File: src/rtl/pipelined_addsub.sv
// Pipelined WIDTH-bit adder/subtractor: one CHUNK-bit carry slice per stage,
// global-stall valid/ready handshake, carry/overflow/zero flags on the last stage.

module pipelined_addsub_slice #(
  parameter int CHUNK = 4
) (
  input  logic [CHUNK-1:0] a,
  input  logic [CHUNK-1:0] b,
  input  logic             ci,
  output logic [CHUNK-1:0] s,
  output logic             co
);
  assign {co, s} = {1'b0, a} + {1'b0, b} + {{CHUNK{1'b0}}, ci};
endmodule

module pipelined_addsub #(
  parameter int WIDTH = 16,
  parameter int CHUNK = 4
) (
  input  logic             clk,
  input  logic             rst_n,
  input  logic             in_valid,
  output logic             in_ready,
  input  logic [WIDTH-1:0] a,
  input  logic [WIDTH-1:0] b,
  input  logic             cin,
  input  logic             sub,
  output logic             out_valid,
  input  logic             out_ready,
  output logic [WIDTH-1:0] sum,
  output logic             cout,
  output logic             ovf,
  output logic             zero
);
  localparam int STAGES = WIDTH / CHUNK;

  logic             adv;
  logic [WIDTH-1:0] b_eff;
  logic             c0;

  assign adv      = !out_valid || out_ready;
  assign in_ready = adv;
  assign b_eff    = sub ? ~b : b;
  assign c0       = sub ? ~cin : cin;

  // Stage s holds the finished low sum bits and forwards only the operand
  // bits that later stages still have to add, so every register bit is live.
  for (genvar s = 0; s < STAGES; s++) begin : st
    localparam int L = s * CHUNK;
    localparam int H = WIDTH - L;

    logic [H-1:0]       ar_i, br_i;
    logic               c_i, v_i;
    logic [CHUNK-1:0]   ps;
    logic               pc;
    logic [L+CHUNK-1:0] s_n, s_r;
    logic               c_r, v_r;

    if (s == 0) begin : g_src
      assign ar_i = a;
      assign br_i = b_eff;
      assign c_i  = c0;
      assign v_i  = in_valid;
      assign s_n  = ps;
    end else begin : g_src
      assign ar_i = st[s-1].g_fwd.ar_r;
      assign br_i = st[s-1].g_fwd.br_r;
      assign c_i  = st[s-1].c_r;
      assign v_i  = st[s-1].v_r;
      assign s_n  = {ps, st[s-1].s_r};
    end

    pipelined_addsub_slice #(.CHUNK(CHUNK)) u_slice (
      .a  (ar_i[CHUNK-1:0]),
      .b  (br_i[CHUNK-1:0]),
      .ci (c_i),
      .s  (ps),
      .co (pc)
    );

    // Bubbles advance the valid bit only; data registers keep the last beat.
    always_ff @(posedge clk) begin
      if (!rst_n) begin
        v_r <= 1'b0;
        c_r <= 1'b0;
        s_r <= '0;
      end else if (adv) begin
        v_r <= v_i;
        if (v_i) begin
          c_r <= pc;
          s_r <= s_n;
        end
      end
    end

    if (s < STAGES - 1) begin : g_fwd
      logic [H-CHUNK-1:0] ar_r, br_r;
      always_ff @(posedge clk) begin
        if (!rst_n) begin
          ar_r <= '0;
          br_r <= '0;
        end else if (adv && v_i) begin
          ar_r <= ar_i[H-1:CHUNK];
          br_r <= br_i[H-1:CHUNK];
        end
      end
    end else begin : g_flag
      logic ovf_r, zero_r;
      always_ff @(posedge clk) begin
        if (!rst_n) begin
          ovf_r  <= 1'b0;
          zero_r <= 1'b0;
        end else if (adv && v_i) begin
          ovf_r  <= (ar_i[H-1] == br_i[H-1]) && (ps[CHUNK-1] != ar_i[H-1]);
          zero_r <= (s_n == '0);
        end
      end
    end
  end

  assign out_valid = st[STAGES-1].v_r;
  assign sum       = st[STAGES-1].s_r;
  assign cout      = st[STAGES-1].c_r;
  assign ovf       = st[STAGES-1].g_flag.ovf_r;
  assign zero      = st[STAGES-1].g_flag.zero_r;
endmodule

File: config.mk
export PLATFORM = sky130hd
export DESIGN_NAME = pipelined_addsub
export DESIGN_NICKNAME = d
export VERILOG_FILES = /design/src/rtl/pipelined_addsub.sv
export SDC_FILE = /design/constraint.sdc
export NUM_CORES = 1
export LEC_CHECK = 0
export CAP_MARGIN = 30
export CORE_MARGIN = 4
export CORE_UTILIZATION = 54
export DETAILED_ROUTE_END_ITERATION = 16
export PLACE_DENSITY = 0.79
export SYNTH_ARGS = -nofsm -noshare
export SYNTH_HDL_FRONTEND = slang
export SYNTH_SLANG_ARGS = --single-unit
export TNS_END_PERCENT = 1
File: constraint.sdc
create_clock -name clk -period 2.39 [get_ports clk]
set_input_delay 0.3585 -clock clk [delete_from_list [all_inputs] [get_ports clk]]
set_output_delay 0.3585 -clock clk [all_outputs]
set_load 0.02 [all_outputs]
; ---- After elaboration in Yosys (flattened, before gate mapping)
; Index checks and enable logic that the tools add are counted.
[totals]
output_inout_bits = 21
input_bits = 38
elab_cells = 46
register_bits = 98
[op_classes]
n_mux = 2
n_reduce_logical = 12
bitwise_logic = 2
add_sub_neg = 8
eq_ne = 2
[ops]
columns = op, count
row1 = 4-bit by 4-bit adder with 5-bit output, 4
row2 = 5-bit by 1-bit adder with 5-bit output, 4
row3 = 16-bit logical NOT, 1
row4 = 16-bit 2-to-1 mux, 1
row5 = 16-bit inverter, 1
row6 = 2-bit AND reduction, 4
row7 = 1-bit logical AND, 5
row8 = 1-bit == test, 1
row9 = 1-bit logical NOT, 1
row10 = 1-bit logical OR, 1
row11 = 1-bit 2-to-1 mux, 1
row12 = 1-bit != test, 1
row13 = 1-bit inverter, 1

; ---- Longest topological paths before layout
; Gate-level depths: netlist of the first run.
[logic_depth]
depth_word = 4
depth_mapped = 8
mapped_depth_nobuf = 8

; ---- Modules after synthesis
; From an unflattened synthesis of the first run, not the netlist that was laid out.
[unflattened]
hier_cells = 525
hier_area_um2 = 4524.3
[modules_own_cells]
columns = module, area_each_um2, n_inst, seq_area_each_um2, cells_each
row1 = pipelined_addsub, 3948.8, 1, 1961.9, 461
row2 = pipelined_addsub_slice, 143.9, 4, 0.0, 16

; ---- Least setup slack after synthesis of the first run
; Ideal clock, no wire load.
[synth_path]
path_kind = input -> register
from = input port sub
to = register st[0].c_r
stages = 8
t_required_ns = 2.271
path_slack_ns = 0.202
setup_time_ns = 0.119
t_arrival_ns = 2.068
cell_sequence = buf_2 buf_4 xor2_1 fa_1 fa_1 a21o_1 a21oi_1 a21oi_1
[synth_via]
elab_chain_len = 3
[synth_lines]
columns = element, line
row1 = from (decl), 27  ; input logic sub,
row2 = 16-bit 2-to-1 mux, 43  ; assign b_eff = sub ? ~b : b;
row3 = 4-bit by 4-bit adder with 5-bit output, 13  ; assign {co, s} = {1'b0, a} + {1'b0, b} + {{CHUNK{1'b0}}, ci};
row4 = 5-bit by 1-bit adder with 5-bit output (*), 13
row5 = to (signal assigned), 90  ; c_r <= pc;
row6 = to (decl), 57  ; logic c_r, v_r;
; Every way passes the cells marked *; elsewhere a longest branch is shown, timed or not.
; A chain may end at the register's enable or synchronous reset.

; ---- Worst setup path in the final report of the first run
[layout_path]
from = register st[2].c_r
to = register st[3].g_flag.zero_r, in the netlist zero
[layout_via]
elab_chain_len = 2
[layout_lines]
columns = element, line
row1 = from (decl), 57
row2 = from (signal assigned), 90
row3 = 5-bit by 1-bit adder with 5-bit output, 13
row4 = via st[3].ps[1], 54  ; logic [CHUNK-1:0] ps;
row5 = 16-bit logical NOT, 115  ; zero_r <= (s_n == '0);
row6 = to (signal assigned), 115
row7 = to (decl), 108  ; logic ovf_r, zero_r;
; The timed path passes the listed nets, and every way through them passes these cells.

==> results.md, run 1 <==
* Most frequent cells in the layout: nand2_1, dfxtp_1, a21oi_1
* Hold Crit Class: flop to flop
* Startpoint Class: flop
* Routed WL at 7910 um
* Layout cells sized above 1 at 6.51%
* Crit share post-route at 88.1%
* Gr usage total at 18.4%
* Seq/Total Area, Yosys at 47.6%
* Critical path peak fanout at 2
* IO Port Bufs at 58
* Largest net degree at the start of global routing at 54
* Area grow syn2layout at 20.6%
* Post-synthesis cell type count at 36
* Post-Synthesis Cells at 483
* Slowest-stage cell, CP: fa_1
* Root buffer cell: clkbuf_8
* Critical-path cell list: fa_1 -> fa_1 -> nor4_1 -> and4_1 -> nand4_1 -> o21ai_0
* DRT Pass-1 Iters at 4
* Resized Gates After CTS at 0
* Area leader, netlist: dfxtp_1
* TritonCTS Sinks at 98
* Syn Area/Cell at 8.53 sq um
* Nets at 591
* Initial core utilization at 56.2%
* Fillcell total at 605
* Grt total ovfl at 0
* Slew of the pin with the lowest slew margin at 582 ps
* Max H-tree Level at 3
* Site row count at 31
* RSZ-0062 raised after global routing: no
* Number of DRC markers in iteration 0 at 97
* Die Ht at 95.4 um
* Post-synthesis instance area at 0.00412 sq mm
* CORE AREA at 0.00733 sq mm
* CTS tree: built
* P_leak at 1.83 nW
* Synth top area cells: dfxtp_1, nand2_1, a21oi_1
* Worst Clk Skew at 14.5 ps
* Worst VDD drop at 0.000308 V
* CTS max path bufs at 2
* F_max at 475 MHz
* Syn nets at 541
* Yosys warnings at 0
* WL/cell at 12.4 um
* First-pass GRT wire length at 13,200 um
* Met1 wire length at 3830 um
* # setup viols final at 0
* Ports at 59
* Clk slew on worst S/H paths at 90 ps
* Residual DRC at 0
* Hold_ws at 458 ps
* Met2 wire length at 3540 um
* Final ANT Viol Nets at 0
* Rel. slew slack at 61.2%
* Required @ worst endpoint at 2670 ps
* DP Worst Slack at -73.0 ps
* Clock latency on the worst-skew pair at 360 ps
* Final Hold Viols at 0
* Max cap viols at 0
* Seq cells post-synth at 98
* Initial antenna violation count at 0
* PD cells at 656 mW/mm^2
* Number of global-route vias before repair at 3,016
* Antenna fix cells at 0
* Vias per cell at 5.10
* Post-CTS setup buffer count at 0
* Vias at 3,248
* Max-slew violation count at 0
* CTS buffer count at 9
* Critical path's most frequent cell: fa_1
* CP arrival at 2390 ps
* DP Wirelength at 5900 um
* Final Wtd Congestion at 0.803
* Routed wl met3 at 424 um
* Max incr delay on CP at 470 ps
* Status: complete, no violations
* Yosys top cell area share at 47.6%
* Crit. End Element: flop
* Most common cell after layout, fill and taps aside: nand2_1
* Setup ws final at 283 ps
* WS Path Type: flop to flop
* # hold bufs at CTS at 0
* Die Area at 0.00909 sq mm
* Die Span X at 95.4 um
* Top Metal Used: met4
* Final min period at 2110 ps
through the flow:
stage / total power [mW] / util, % / TNS, ps / std cells / cell area [sq um]
global placement: 2.11 / 64.7 / -19.2 / 621 / 4740
CTS: 3.29 / 67.8 / 0 / 637 / 4970
global route: 3.39 / 67.8 / 0 / 637 / 4970
floorplan: 2.00 / - / 0 / 483 / 4120
detailed placement: 2.12 / 64.7 / -111 / 621 / 4740
finish: 3.26 / 67.8 / 0 / 637 / 4970
flip-flops by register name (all words and copies together), names as in the netlist:
name,flops
zero,1
sum,16
st.s_r,24
st.g_fwd.br_r,24
st.c_r,3
ovf,1
out_valid,1
st.v_r,3
st.g_fwd.ar_r,24
cout,1
where the power goes:
group          internal, mW  switching, mW
Clock                 0.620          0.555
Combinational         0.171          0.182
Sequential             1.70         0.0361
Total                  2.49          0.774
synthesized netlist by cell type:
library cell    n
buf_2          13
o211ai_1        2
buf_6           6
o2111ai_1       1
inv_2           1
nand4_1         3
buf_4           2
xnor2_1        16
nor2b_4         1
o21ai_0         5
nor2_1         23
a21oi_1        79
ha_1           12
dfxtp_1        98
or4_1           2
inv_4           1
a211oi_1       17
o21a_1          1
a221oi_1        1
o41ai_1         1
nand3_1         4
nor2b_1         2
and2_1          3
and3_1          1
nand2_2         2
a31o_2          1
clkbuf_1       10
xor2_1          7
a21o_1          5
nor4_1          3
nand2_1       141
o311ai_0        1
inv_1           8
and4_1          1
and2_4          1
fa_1            8
metal layers:
metal	vias to the layer above	track usage (%)
li1	1707	-
met1	1442	23.0
met2	89	30.6
met3	10	3.79
met4	0	8.05
met5	-	0
kinds of logic after synthesis:
| group | share of synthesized area [%] |
|---|---|
| buffers and inverters | 5.47 |
| and+or+nand+nor | 18.7 |
| xor gates and xnor gates | 4.89 |
| DFF | 47.6 |
| adders and majority gates | 7.53 |
| AOI/OAI and AO/OA | 15.8 |
critical path: cells and delay by family (launching register included):
family	cells	cell delay (ps)
AOI/OAI and AO/OA	1	160
DFF	1	330
adders and majority gates	2	930
and+or+nand+nor	3	610
final cells by class:
class,count,area [sq um],share of cell area [%]
Multi-Input combinational cell,344,1930,38.9
Clock inverter,6,87.6,1.76
Clock buffer,10,138,2.77
Sequential cell,98,1960,39.5
Tap cell,99,124,2.49
Timing Repair Buffer,70,683,13.8
Inverter,10,40.0,0.806
worst paths after layout:
check / slack, ps / cells past startpoint / start / end
setup reg to reg: 280 / 6 / st[2].c_r / zero
setup / recovery: 280 / 6 / st[2].c_r / zero
hold / removal: 460 / 2 / sum[10] / sum[10]
hold reg to reg: 460 / 2 / sum[10] / sum[10]
Power figures use the tool's default switching activity.
==> run 2: changes to the inputs <==
- ABC_AREA: unset -> 1
==> results.md, run 2 <==
* Status: complete, no violations
* Gr usage total at 18.8% (+0.37 points)
* Final min period at 2100 ps (-2.63 ps)
* Max incr delay on CP at 540 ps (+70 ps)
* First-pass GRT wire length at 13,500 um (+2.2%)
* Critical-path cell list: clkdlybuf4s50_1 -> xor2_1 -> fa_1 -> fa_1 -> nand3_1 -> a21oi_1 -> a21oi_1 -> nor2_1
* Post-route setup TNS at 0 ps (unchanged)
* Initial antenna violation count at 0 (unchanged)
* Rel. slew slack at 56.6% (-4.6 points)
* Most used DFF post-synth: dfxtp_1
* DP Wirelength at 5730 um (-2.8%)
* Routed WL at 8020 um (+1.4%)
* CTS buffer count at 9 (unchanged)
* Die Span X at 95.4 um (about the same)
* Final ANT Viol Nets at 0 (unchanged)
* Most frequent cells after synthesis: nor2_1, dfxtp_1, o21ai_0, a21oi_1, inv_1
* Most common cell in the netlist: nor2_1
* Hold Crit Class: input port to flop
* Number of DRC markers in iteration 0 at 136 (+40%)
* Nets at 608 (+2.9%)
* Worst path bufs/invs at 1 (+1)
* Largest net degree at the start of global routing at 61 (+13%)
* Max H-tree Level at 3 (unchanged)
* TritonCTS Sinks at 98 (unchanged)
* Site row count at 31 (unchanged)
* Post-Synthesis Cells at 504 (+4.3%)
* EDFF count, synth at 0 (unchanged)
* Largest regs: st.g_fwd.ar_r x24, st.g_fwd.br_r x24, st.s_r x24
* Required @ worst endpoint at 2640 ps (-30 ps)
* Clk slew on worst S/H paths at 90 ps (about the same)
* Resized Gates After CTS at 0 (unchanged)
* Ports at 59 (unchanged)
* Final Hold Viols at 0 (unchanged)
* Seq cells post-synth at 98 (unchanged)
* Worst path top cell family by delay: adder cells
* Yosys top cell area share at 47.6% (about the same)
* RSZ-0062 raised after global routing: no
* Yosys warnings at 0 (unchanged)
* Die Ht at 95.4 um (about the same)
* CORE AREA at 0.00733 sq mm (unchanged)
* Post-synthesis instance area at 0.00412 sq mm (about the same)
* Crit share post-route at 88.0% (-0.11 points)
* Final Wtd Congestion at 0.788 (-1.9%)
* Worst Hold Launch: rst_n
* Area grow syn2layout at 20.2%
* Critical path peak fanout at 4 (+2)
* IO Port Bufs at 58 (unchanged)
* Initial core utilization at 56.2% (about the same)
* Max-slew violation count at 0 (unchanged)
* Syn nets at 562 (+3.9%)
* Hold_ws at 391 ps (-66.4 ps)
* Post-CTS setup buffer count at 0 (unchanged)
* Slowest-stage cell, CP: clkdlybuf4s50_1
* DRT Pass-1 Iters at 4 (unchanged)
* Syn Area/Cell at 8.18 sq um (-4.1%)
* Ys async rst share at 0% (unchanged)
* FF-to-FF Start: st[2].c_r
* CTS tree: built
* Antenna fix cells at 0 (unchanged)
* Clock latency on the worst-skew pair at 370 ps (about the same)
* Grt total ovfl at 0 (unchanged)
* Synth top area cells: dfxtp_1, nor2_1, o21ai_0
* Seq/Total Area, Yosys at 47.6% (about the same)
* CTS max path bufs at 2 (unchanged)
* CP arrival at 2350 ps (-40 ps)
* WL/cell at 12.3 um (-1.3%)
* # hold bufs at CTS at 0 (unchanged)
* CP startpoint: sub
* WS Path Type: input port to flop
* P_leak at 2.04 nW (+11%)
* Max cap viols at 0 (unchanged)
* # setup viols final at 0 (unchanged)
* Most frequent cells in the layout: nor2_1, dfxtp_1, o21ai_0
* Residual DRC at 0 (unchanged)
* Die Area at 0.00909 sq mm (about the same)
* F_max at 475 MHz (+0.13%)
* Worst VDD drop at 0.000390 V (+27%)
* Area leader, netlist: dfxtp_1
* Layout cells sized above 1 at 5.95% (-0.56 points)
* Crit. End Element: flop
* Vias at 3,328 (+2.5%)
* Worst Clk Skew at 8.18 ps (-6.36 ps)
* Post-synthesis cell type count at 26 (-28%)
* Number of global-route vias before repair at 3,127 (+3.7%)
* Root buffer cell: clkbuf_8
* PD cells at 695 mW/mm^2 (+5.9%)
* Most common cell after layout, fill and taps aside: nor2_1
* Startpoint Class: input port
* Vias per cell at 5.09 (-0.20%)
* Pwr Total at 3.44 mW (+5.6%)
* Slew of the pin with the lowest slew margin at 647 ps (+65.7 ps)
[run 2: where the power goes]
part | leakage [nW] | total [mW] | internal [mW] | switching, mW
combinational | 1.13 | 0.471 | 0.217 | 0.254
clock | 0.106 | 1.18 | 0.596 | 0.588
sequential | 0.806 | 1.79 | 1.73 | 0.0558
total | 2.04 | 3.44 | 2.55 | 0.898
[run 2: cells by family (layout without fill, tap and decap cells)]
kind of cell             after synthesis  after routing  synth area share (%)
XOR/XNOR                              21             21                  4.46
AO/OA/AOI/OAI                        133            133                  17.1
AND/OR/NAND/NOR                      177            177                  17.3
flip-flops                            98             98                  47.6
adder cells (fa/ha/maj)               20             20                  7.53
buffers and inverters                 55            106                  6.07
[run 2: area by class of cell]
type                    count  area [sq um]
clock buffers               9           124
clock inverters             7           101
fillers                   611          2380
inverters                  26           100
multi-input cells         351          1910
flip-flops and latches     98          1960
well taps                  99           124
repair buffers             64           633
[run 2: metal layers]
| metal | routed length [um] | vias up | global-route usage, % | share of wire [%] |
|---|---|---|---|---|
| met2 | 3700 | 74 | 31.7 | 46 |
| met4 | 160 | 0 | 8.29 | 2.0 |
| li1 | - | 1742 | - | - |
| met5 | 0 | - | 0 | 0 |
| met3 | 387 | 14 | 4.58 | 4.8 |
| met1 | 3770 | 1498 | 22.6 | 47 |
[run 2: path summary, 6_finish.rpt]
path                  end  slack [ps]  depth (start not counted)
min reg2reg  st[1].s_r[3]         480                          2
min               sum[11]         390                          3
max             st[0].c_r         290                          8
max reg2reg          zero         450                          9
[run 2: per-stage QoR]
stage | setup slack (ps) | util, % | area [sq um] | cells
after floorplan | 284 | - | 4120 | 504
after global placement | -58.0 | 64.5 | 4730 | 638
after detailed placement | -121 | 64.5 | 4730 | 638
after CTS | 274 | 67.6 | 4950 | 654
after global routing | 165 | 67.6 | 4950 | 654
final | 286 | 67.6 | 4950 | 654
[run 2: worst register-to-register path: stages (launching register included)]
cell	delay [ps]
dfxtp_1	340
fa_1	460
fa_1	470
nor2_1	110
nand2_1	70
nor2_1	110
nand2_1	50
nor2_1	80
nand2_1	50
a21oi_1	110
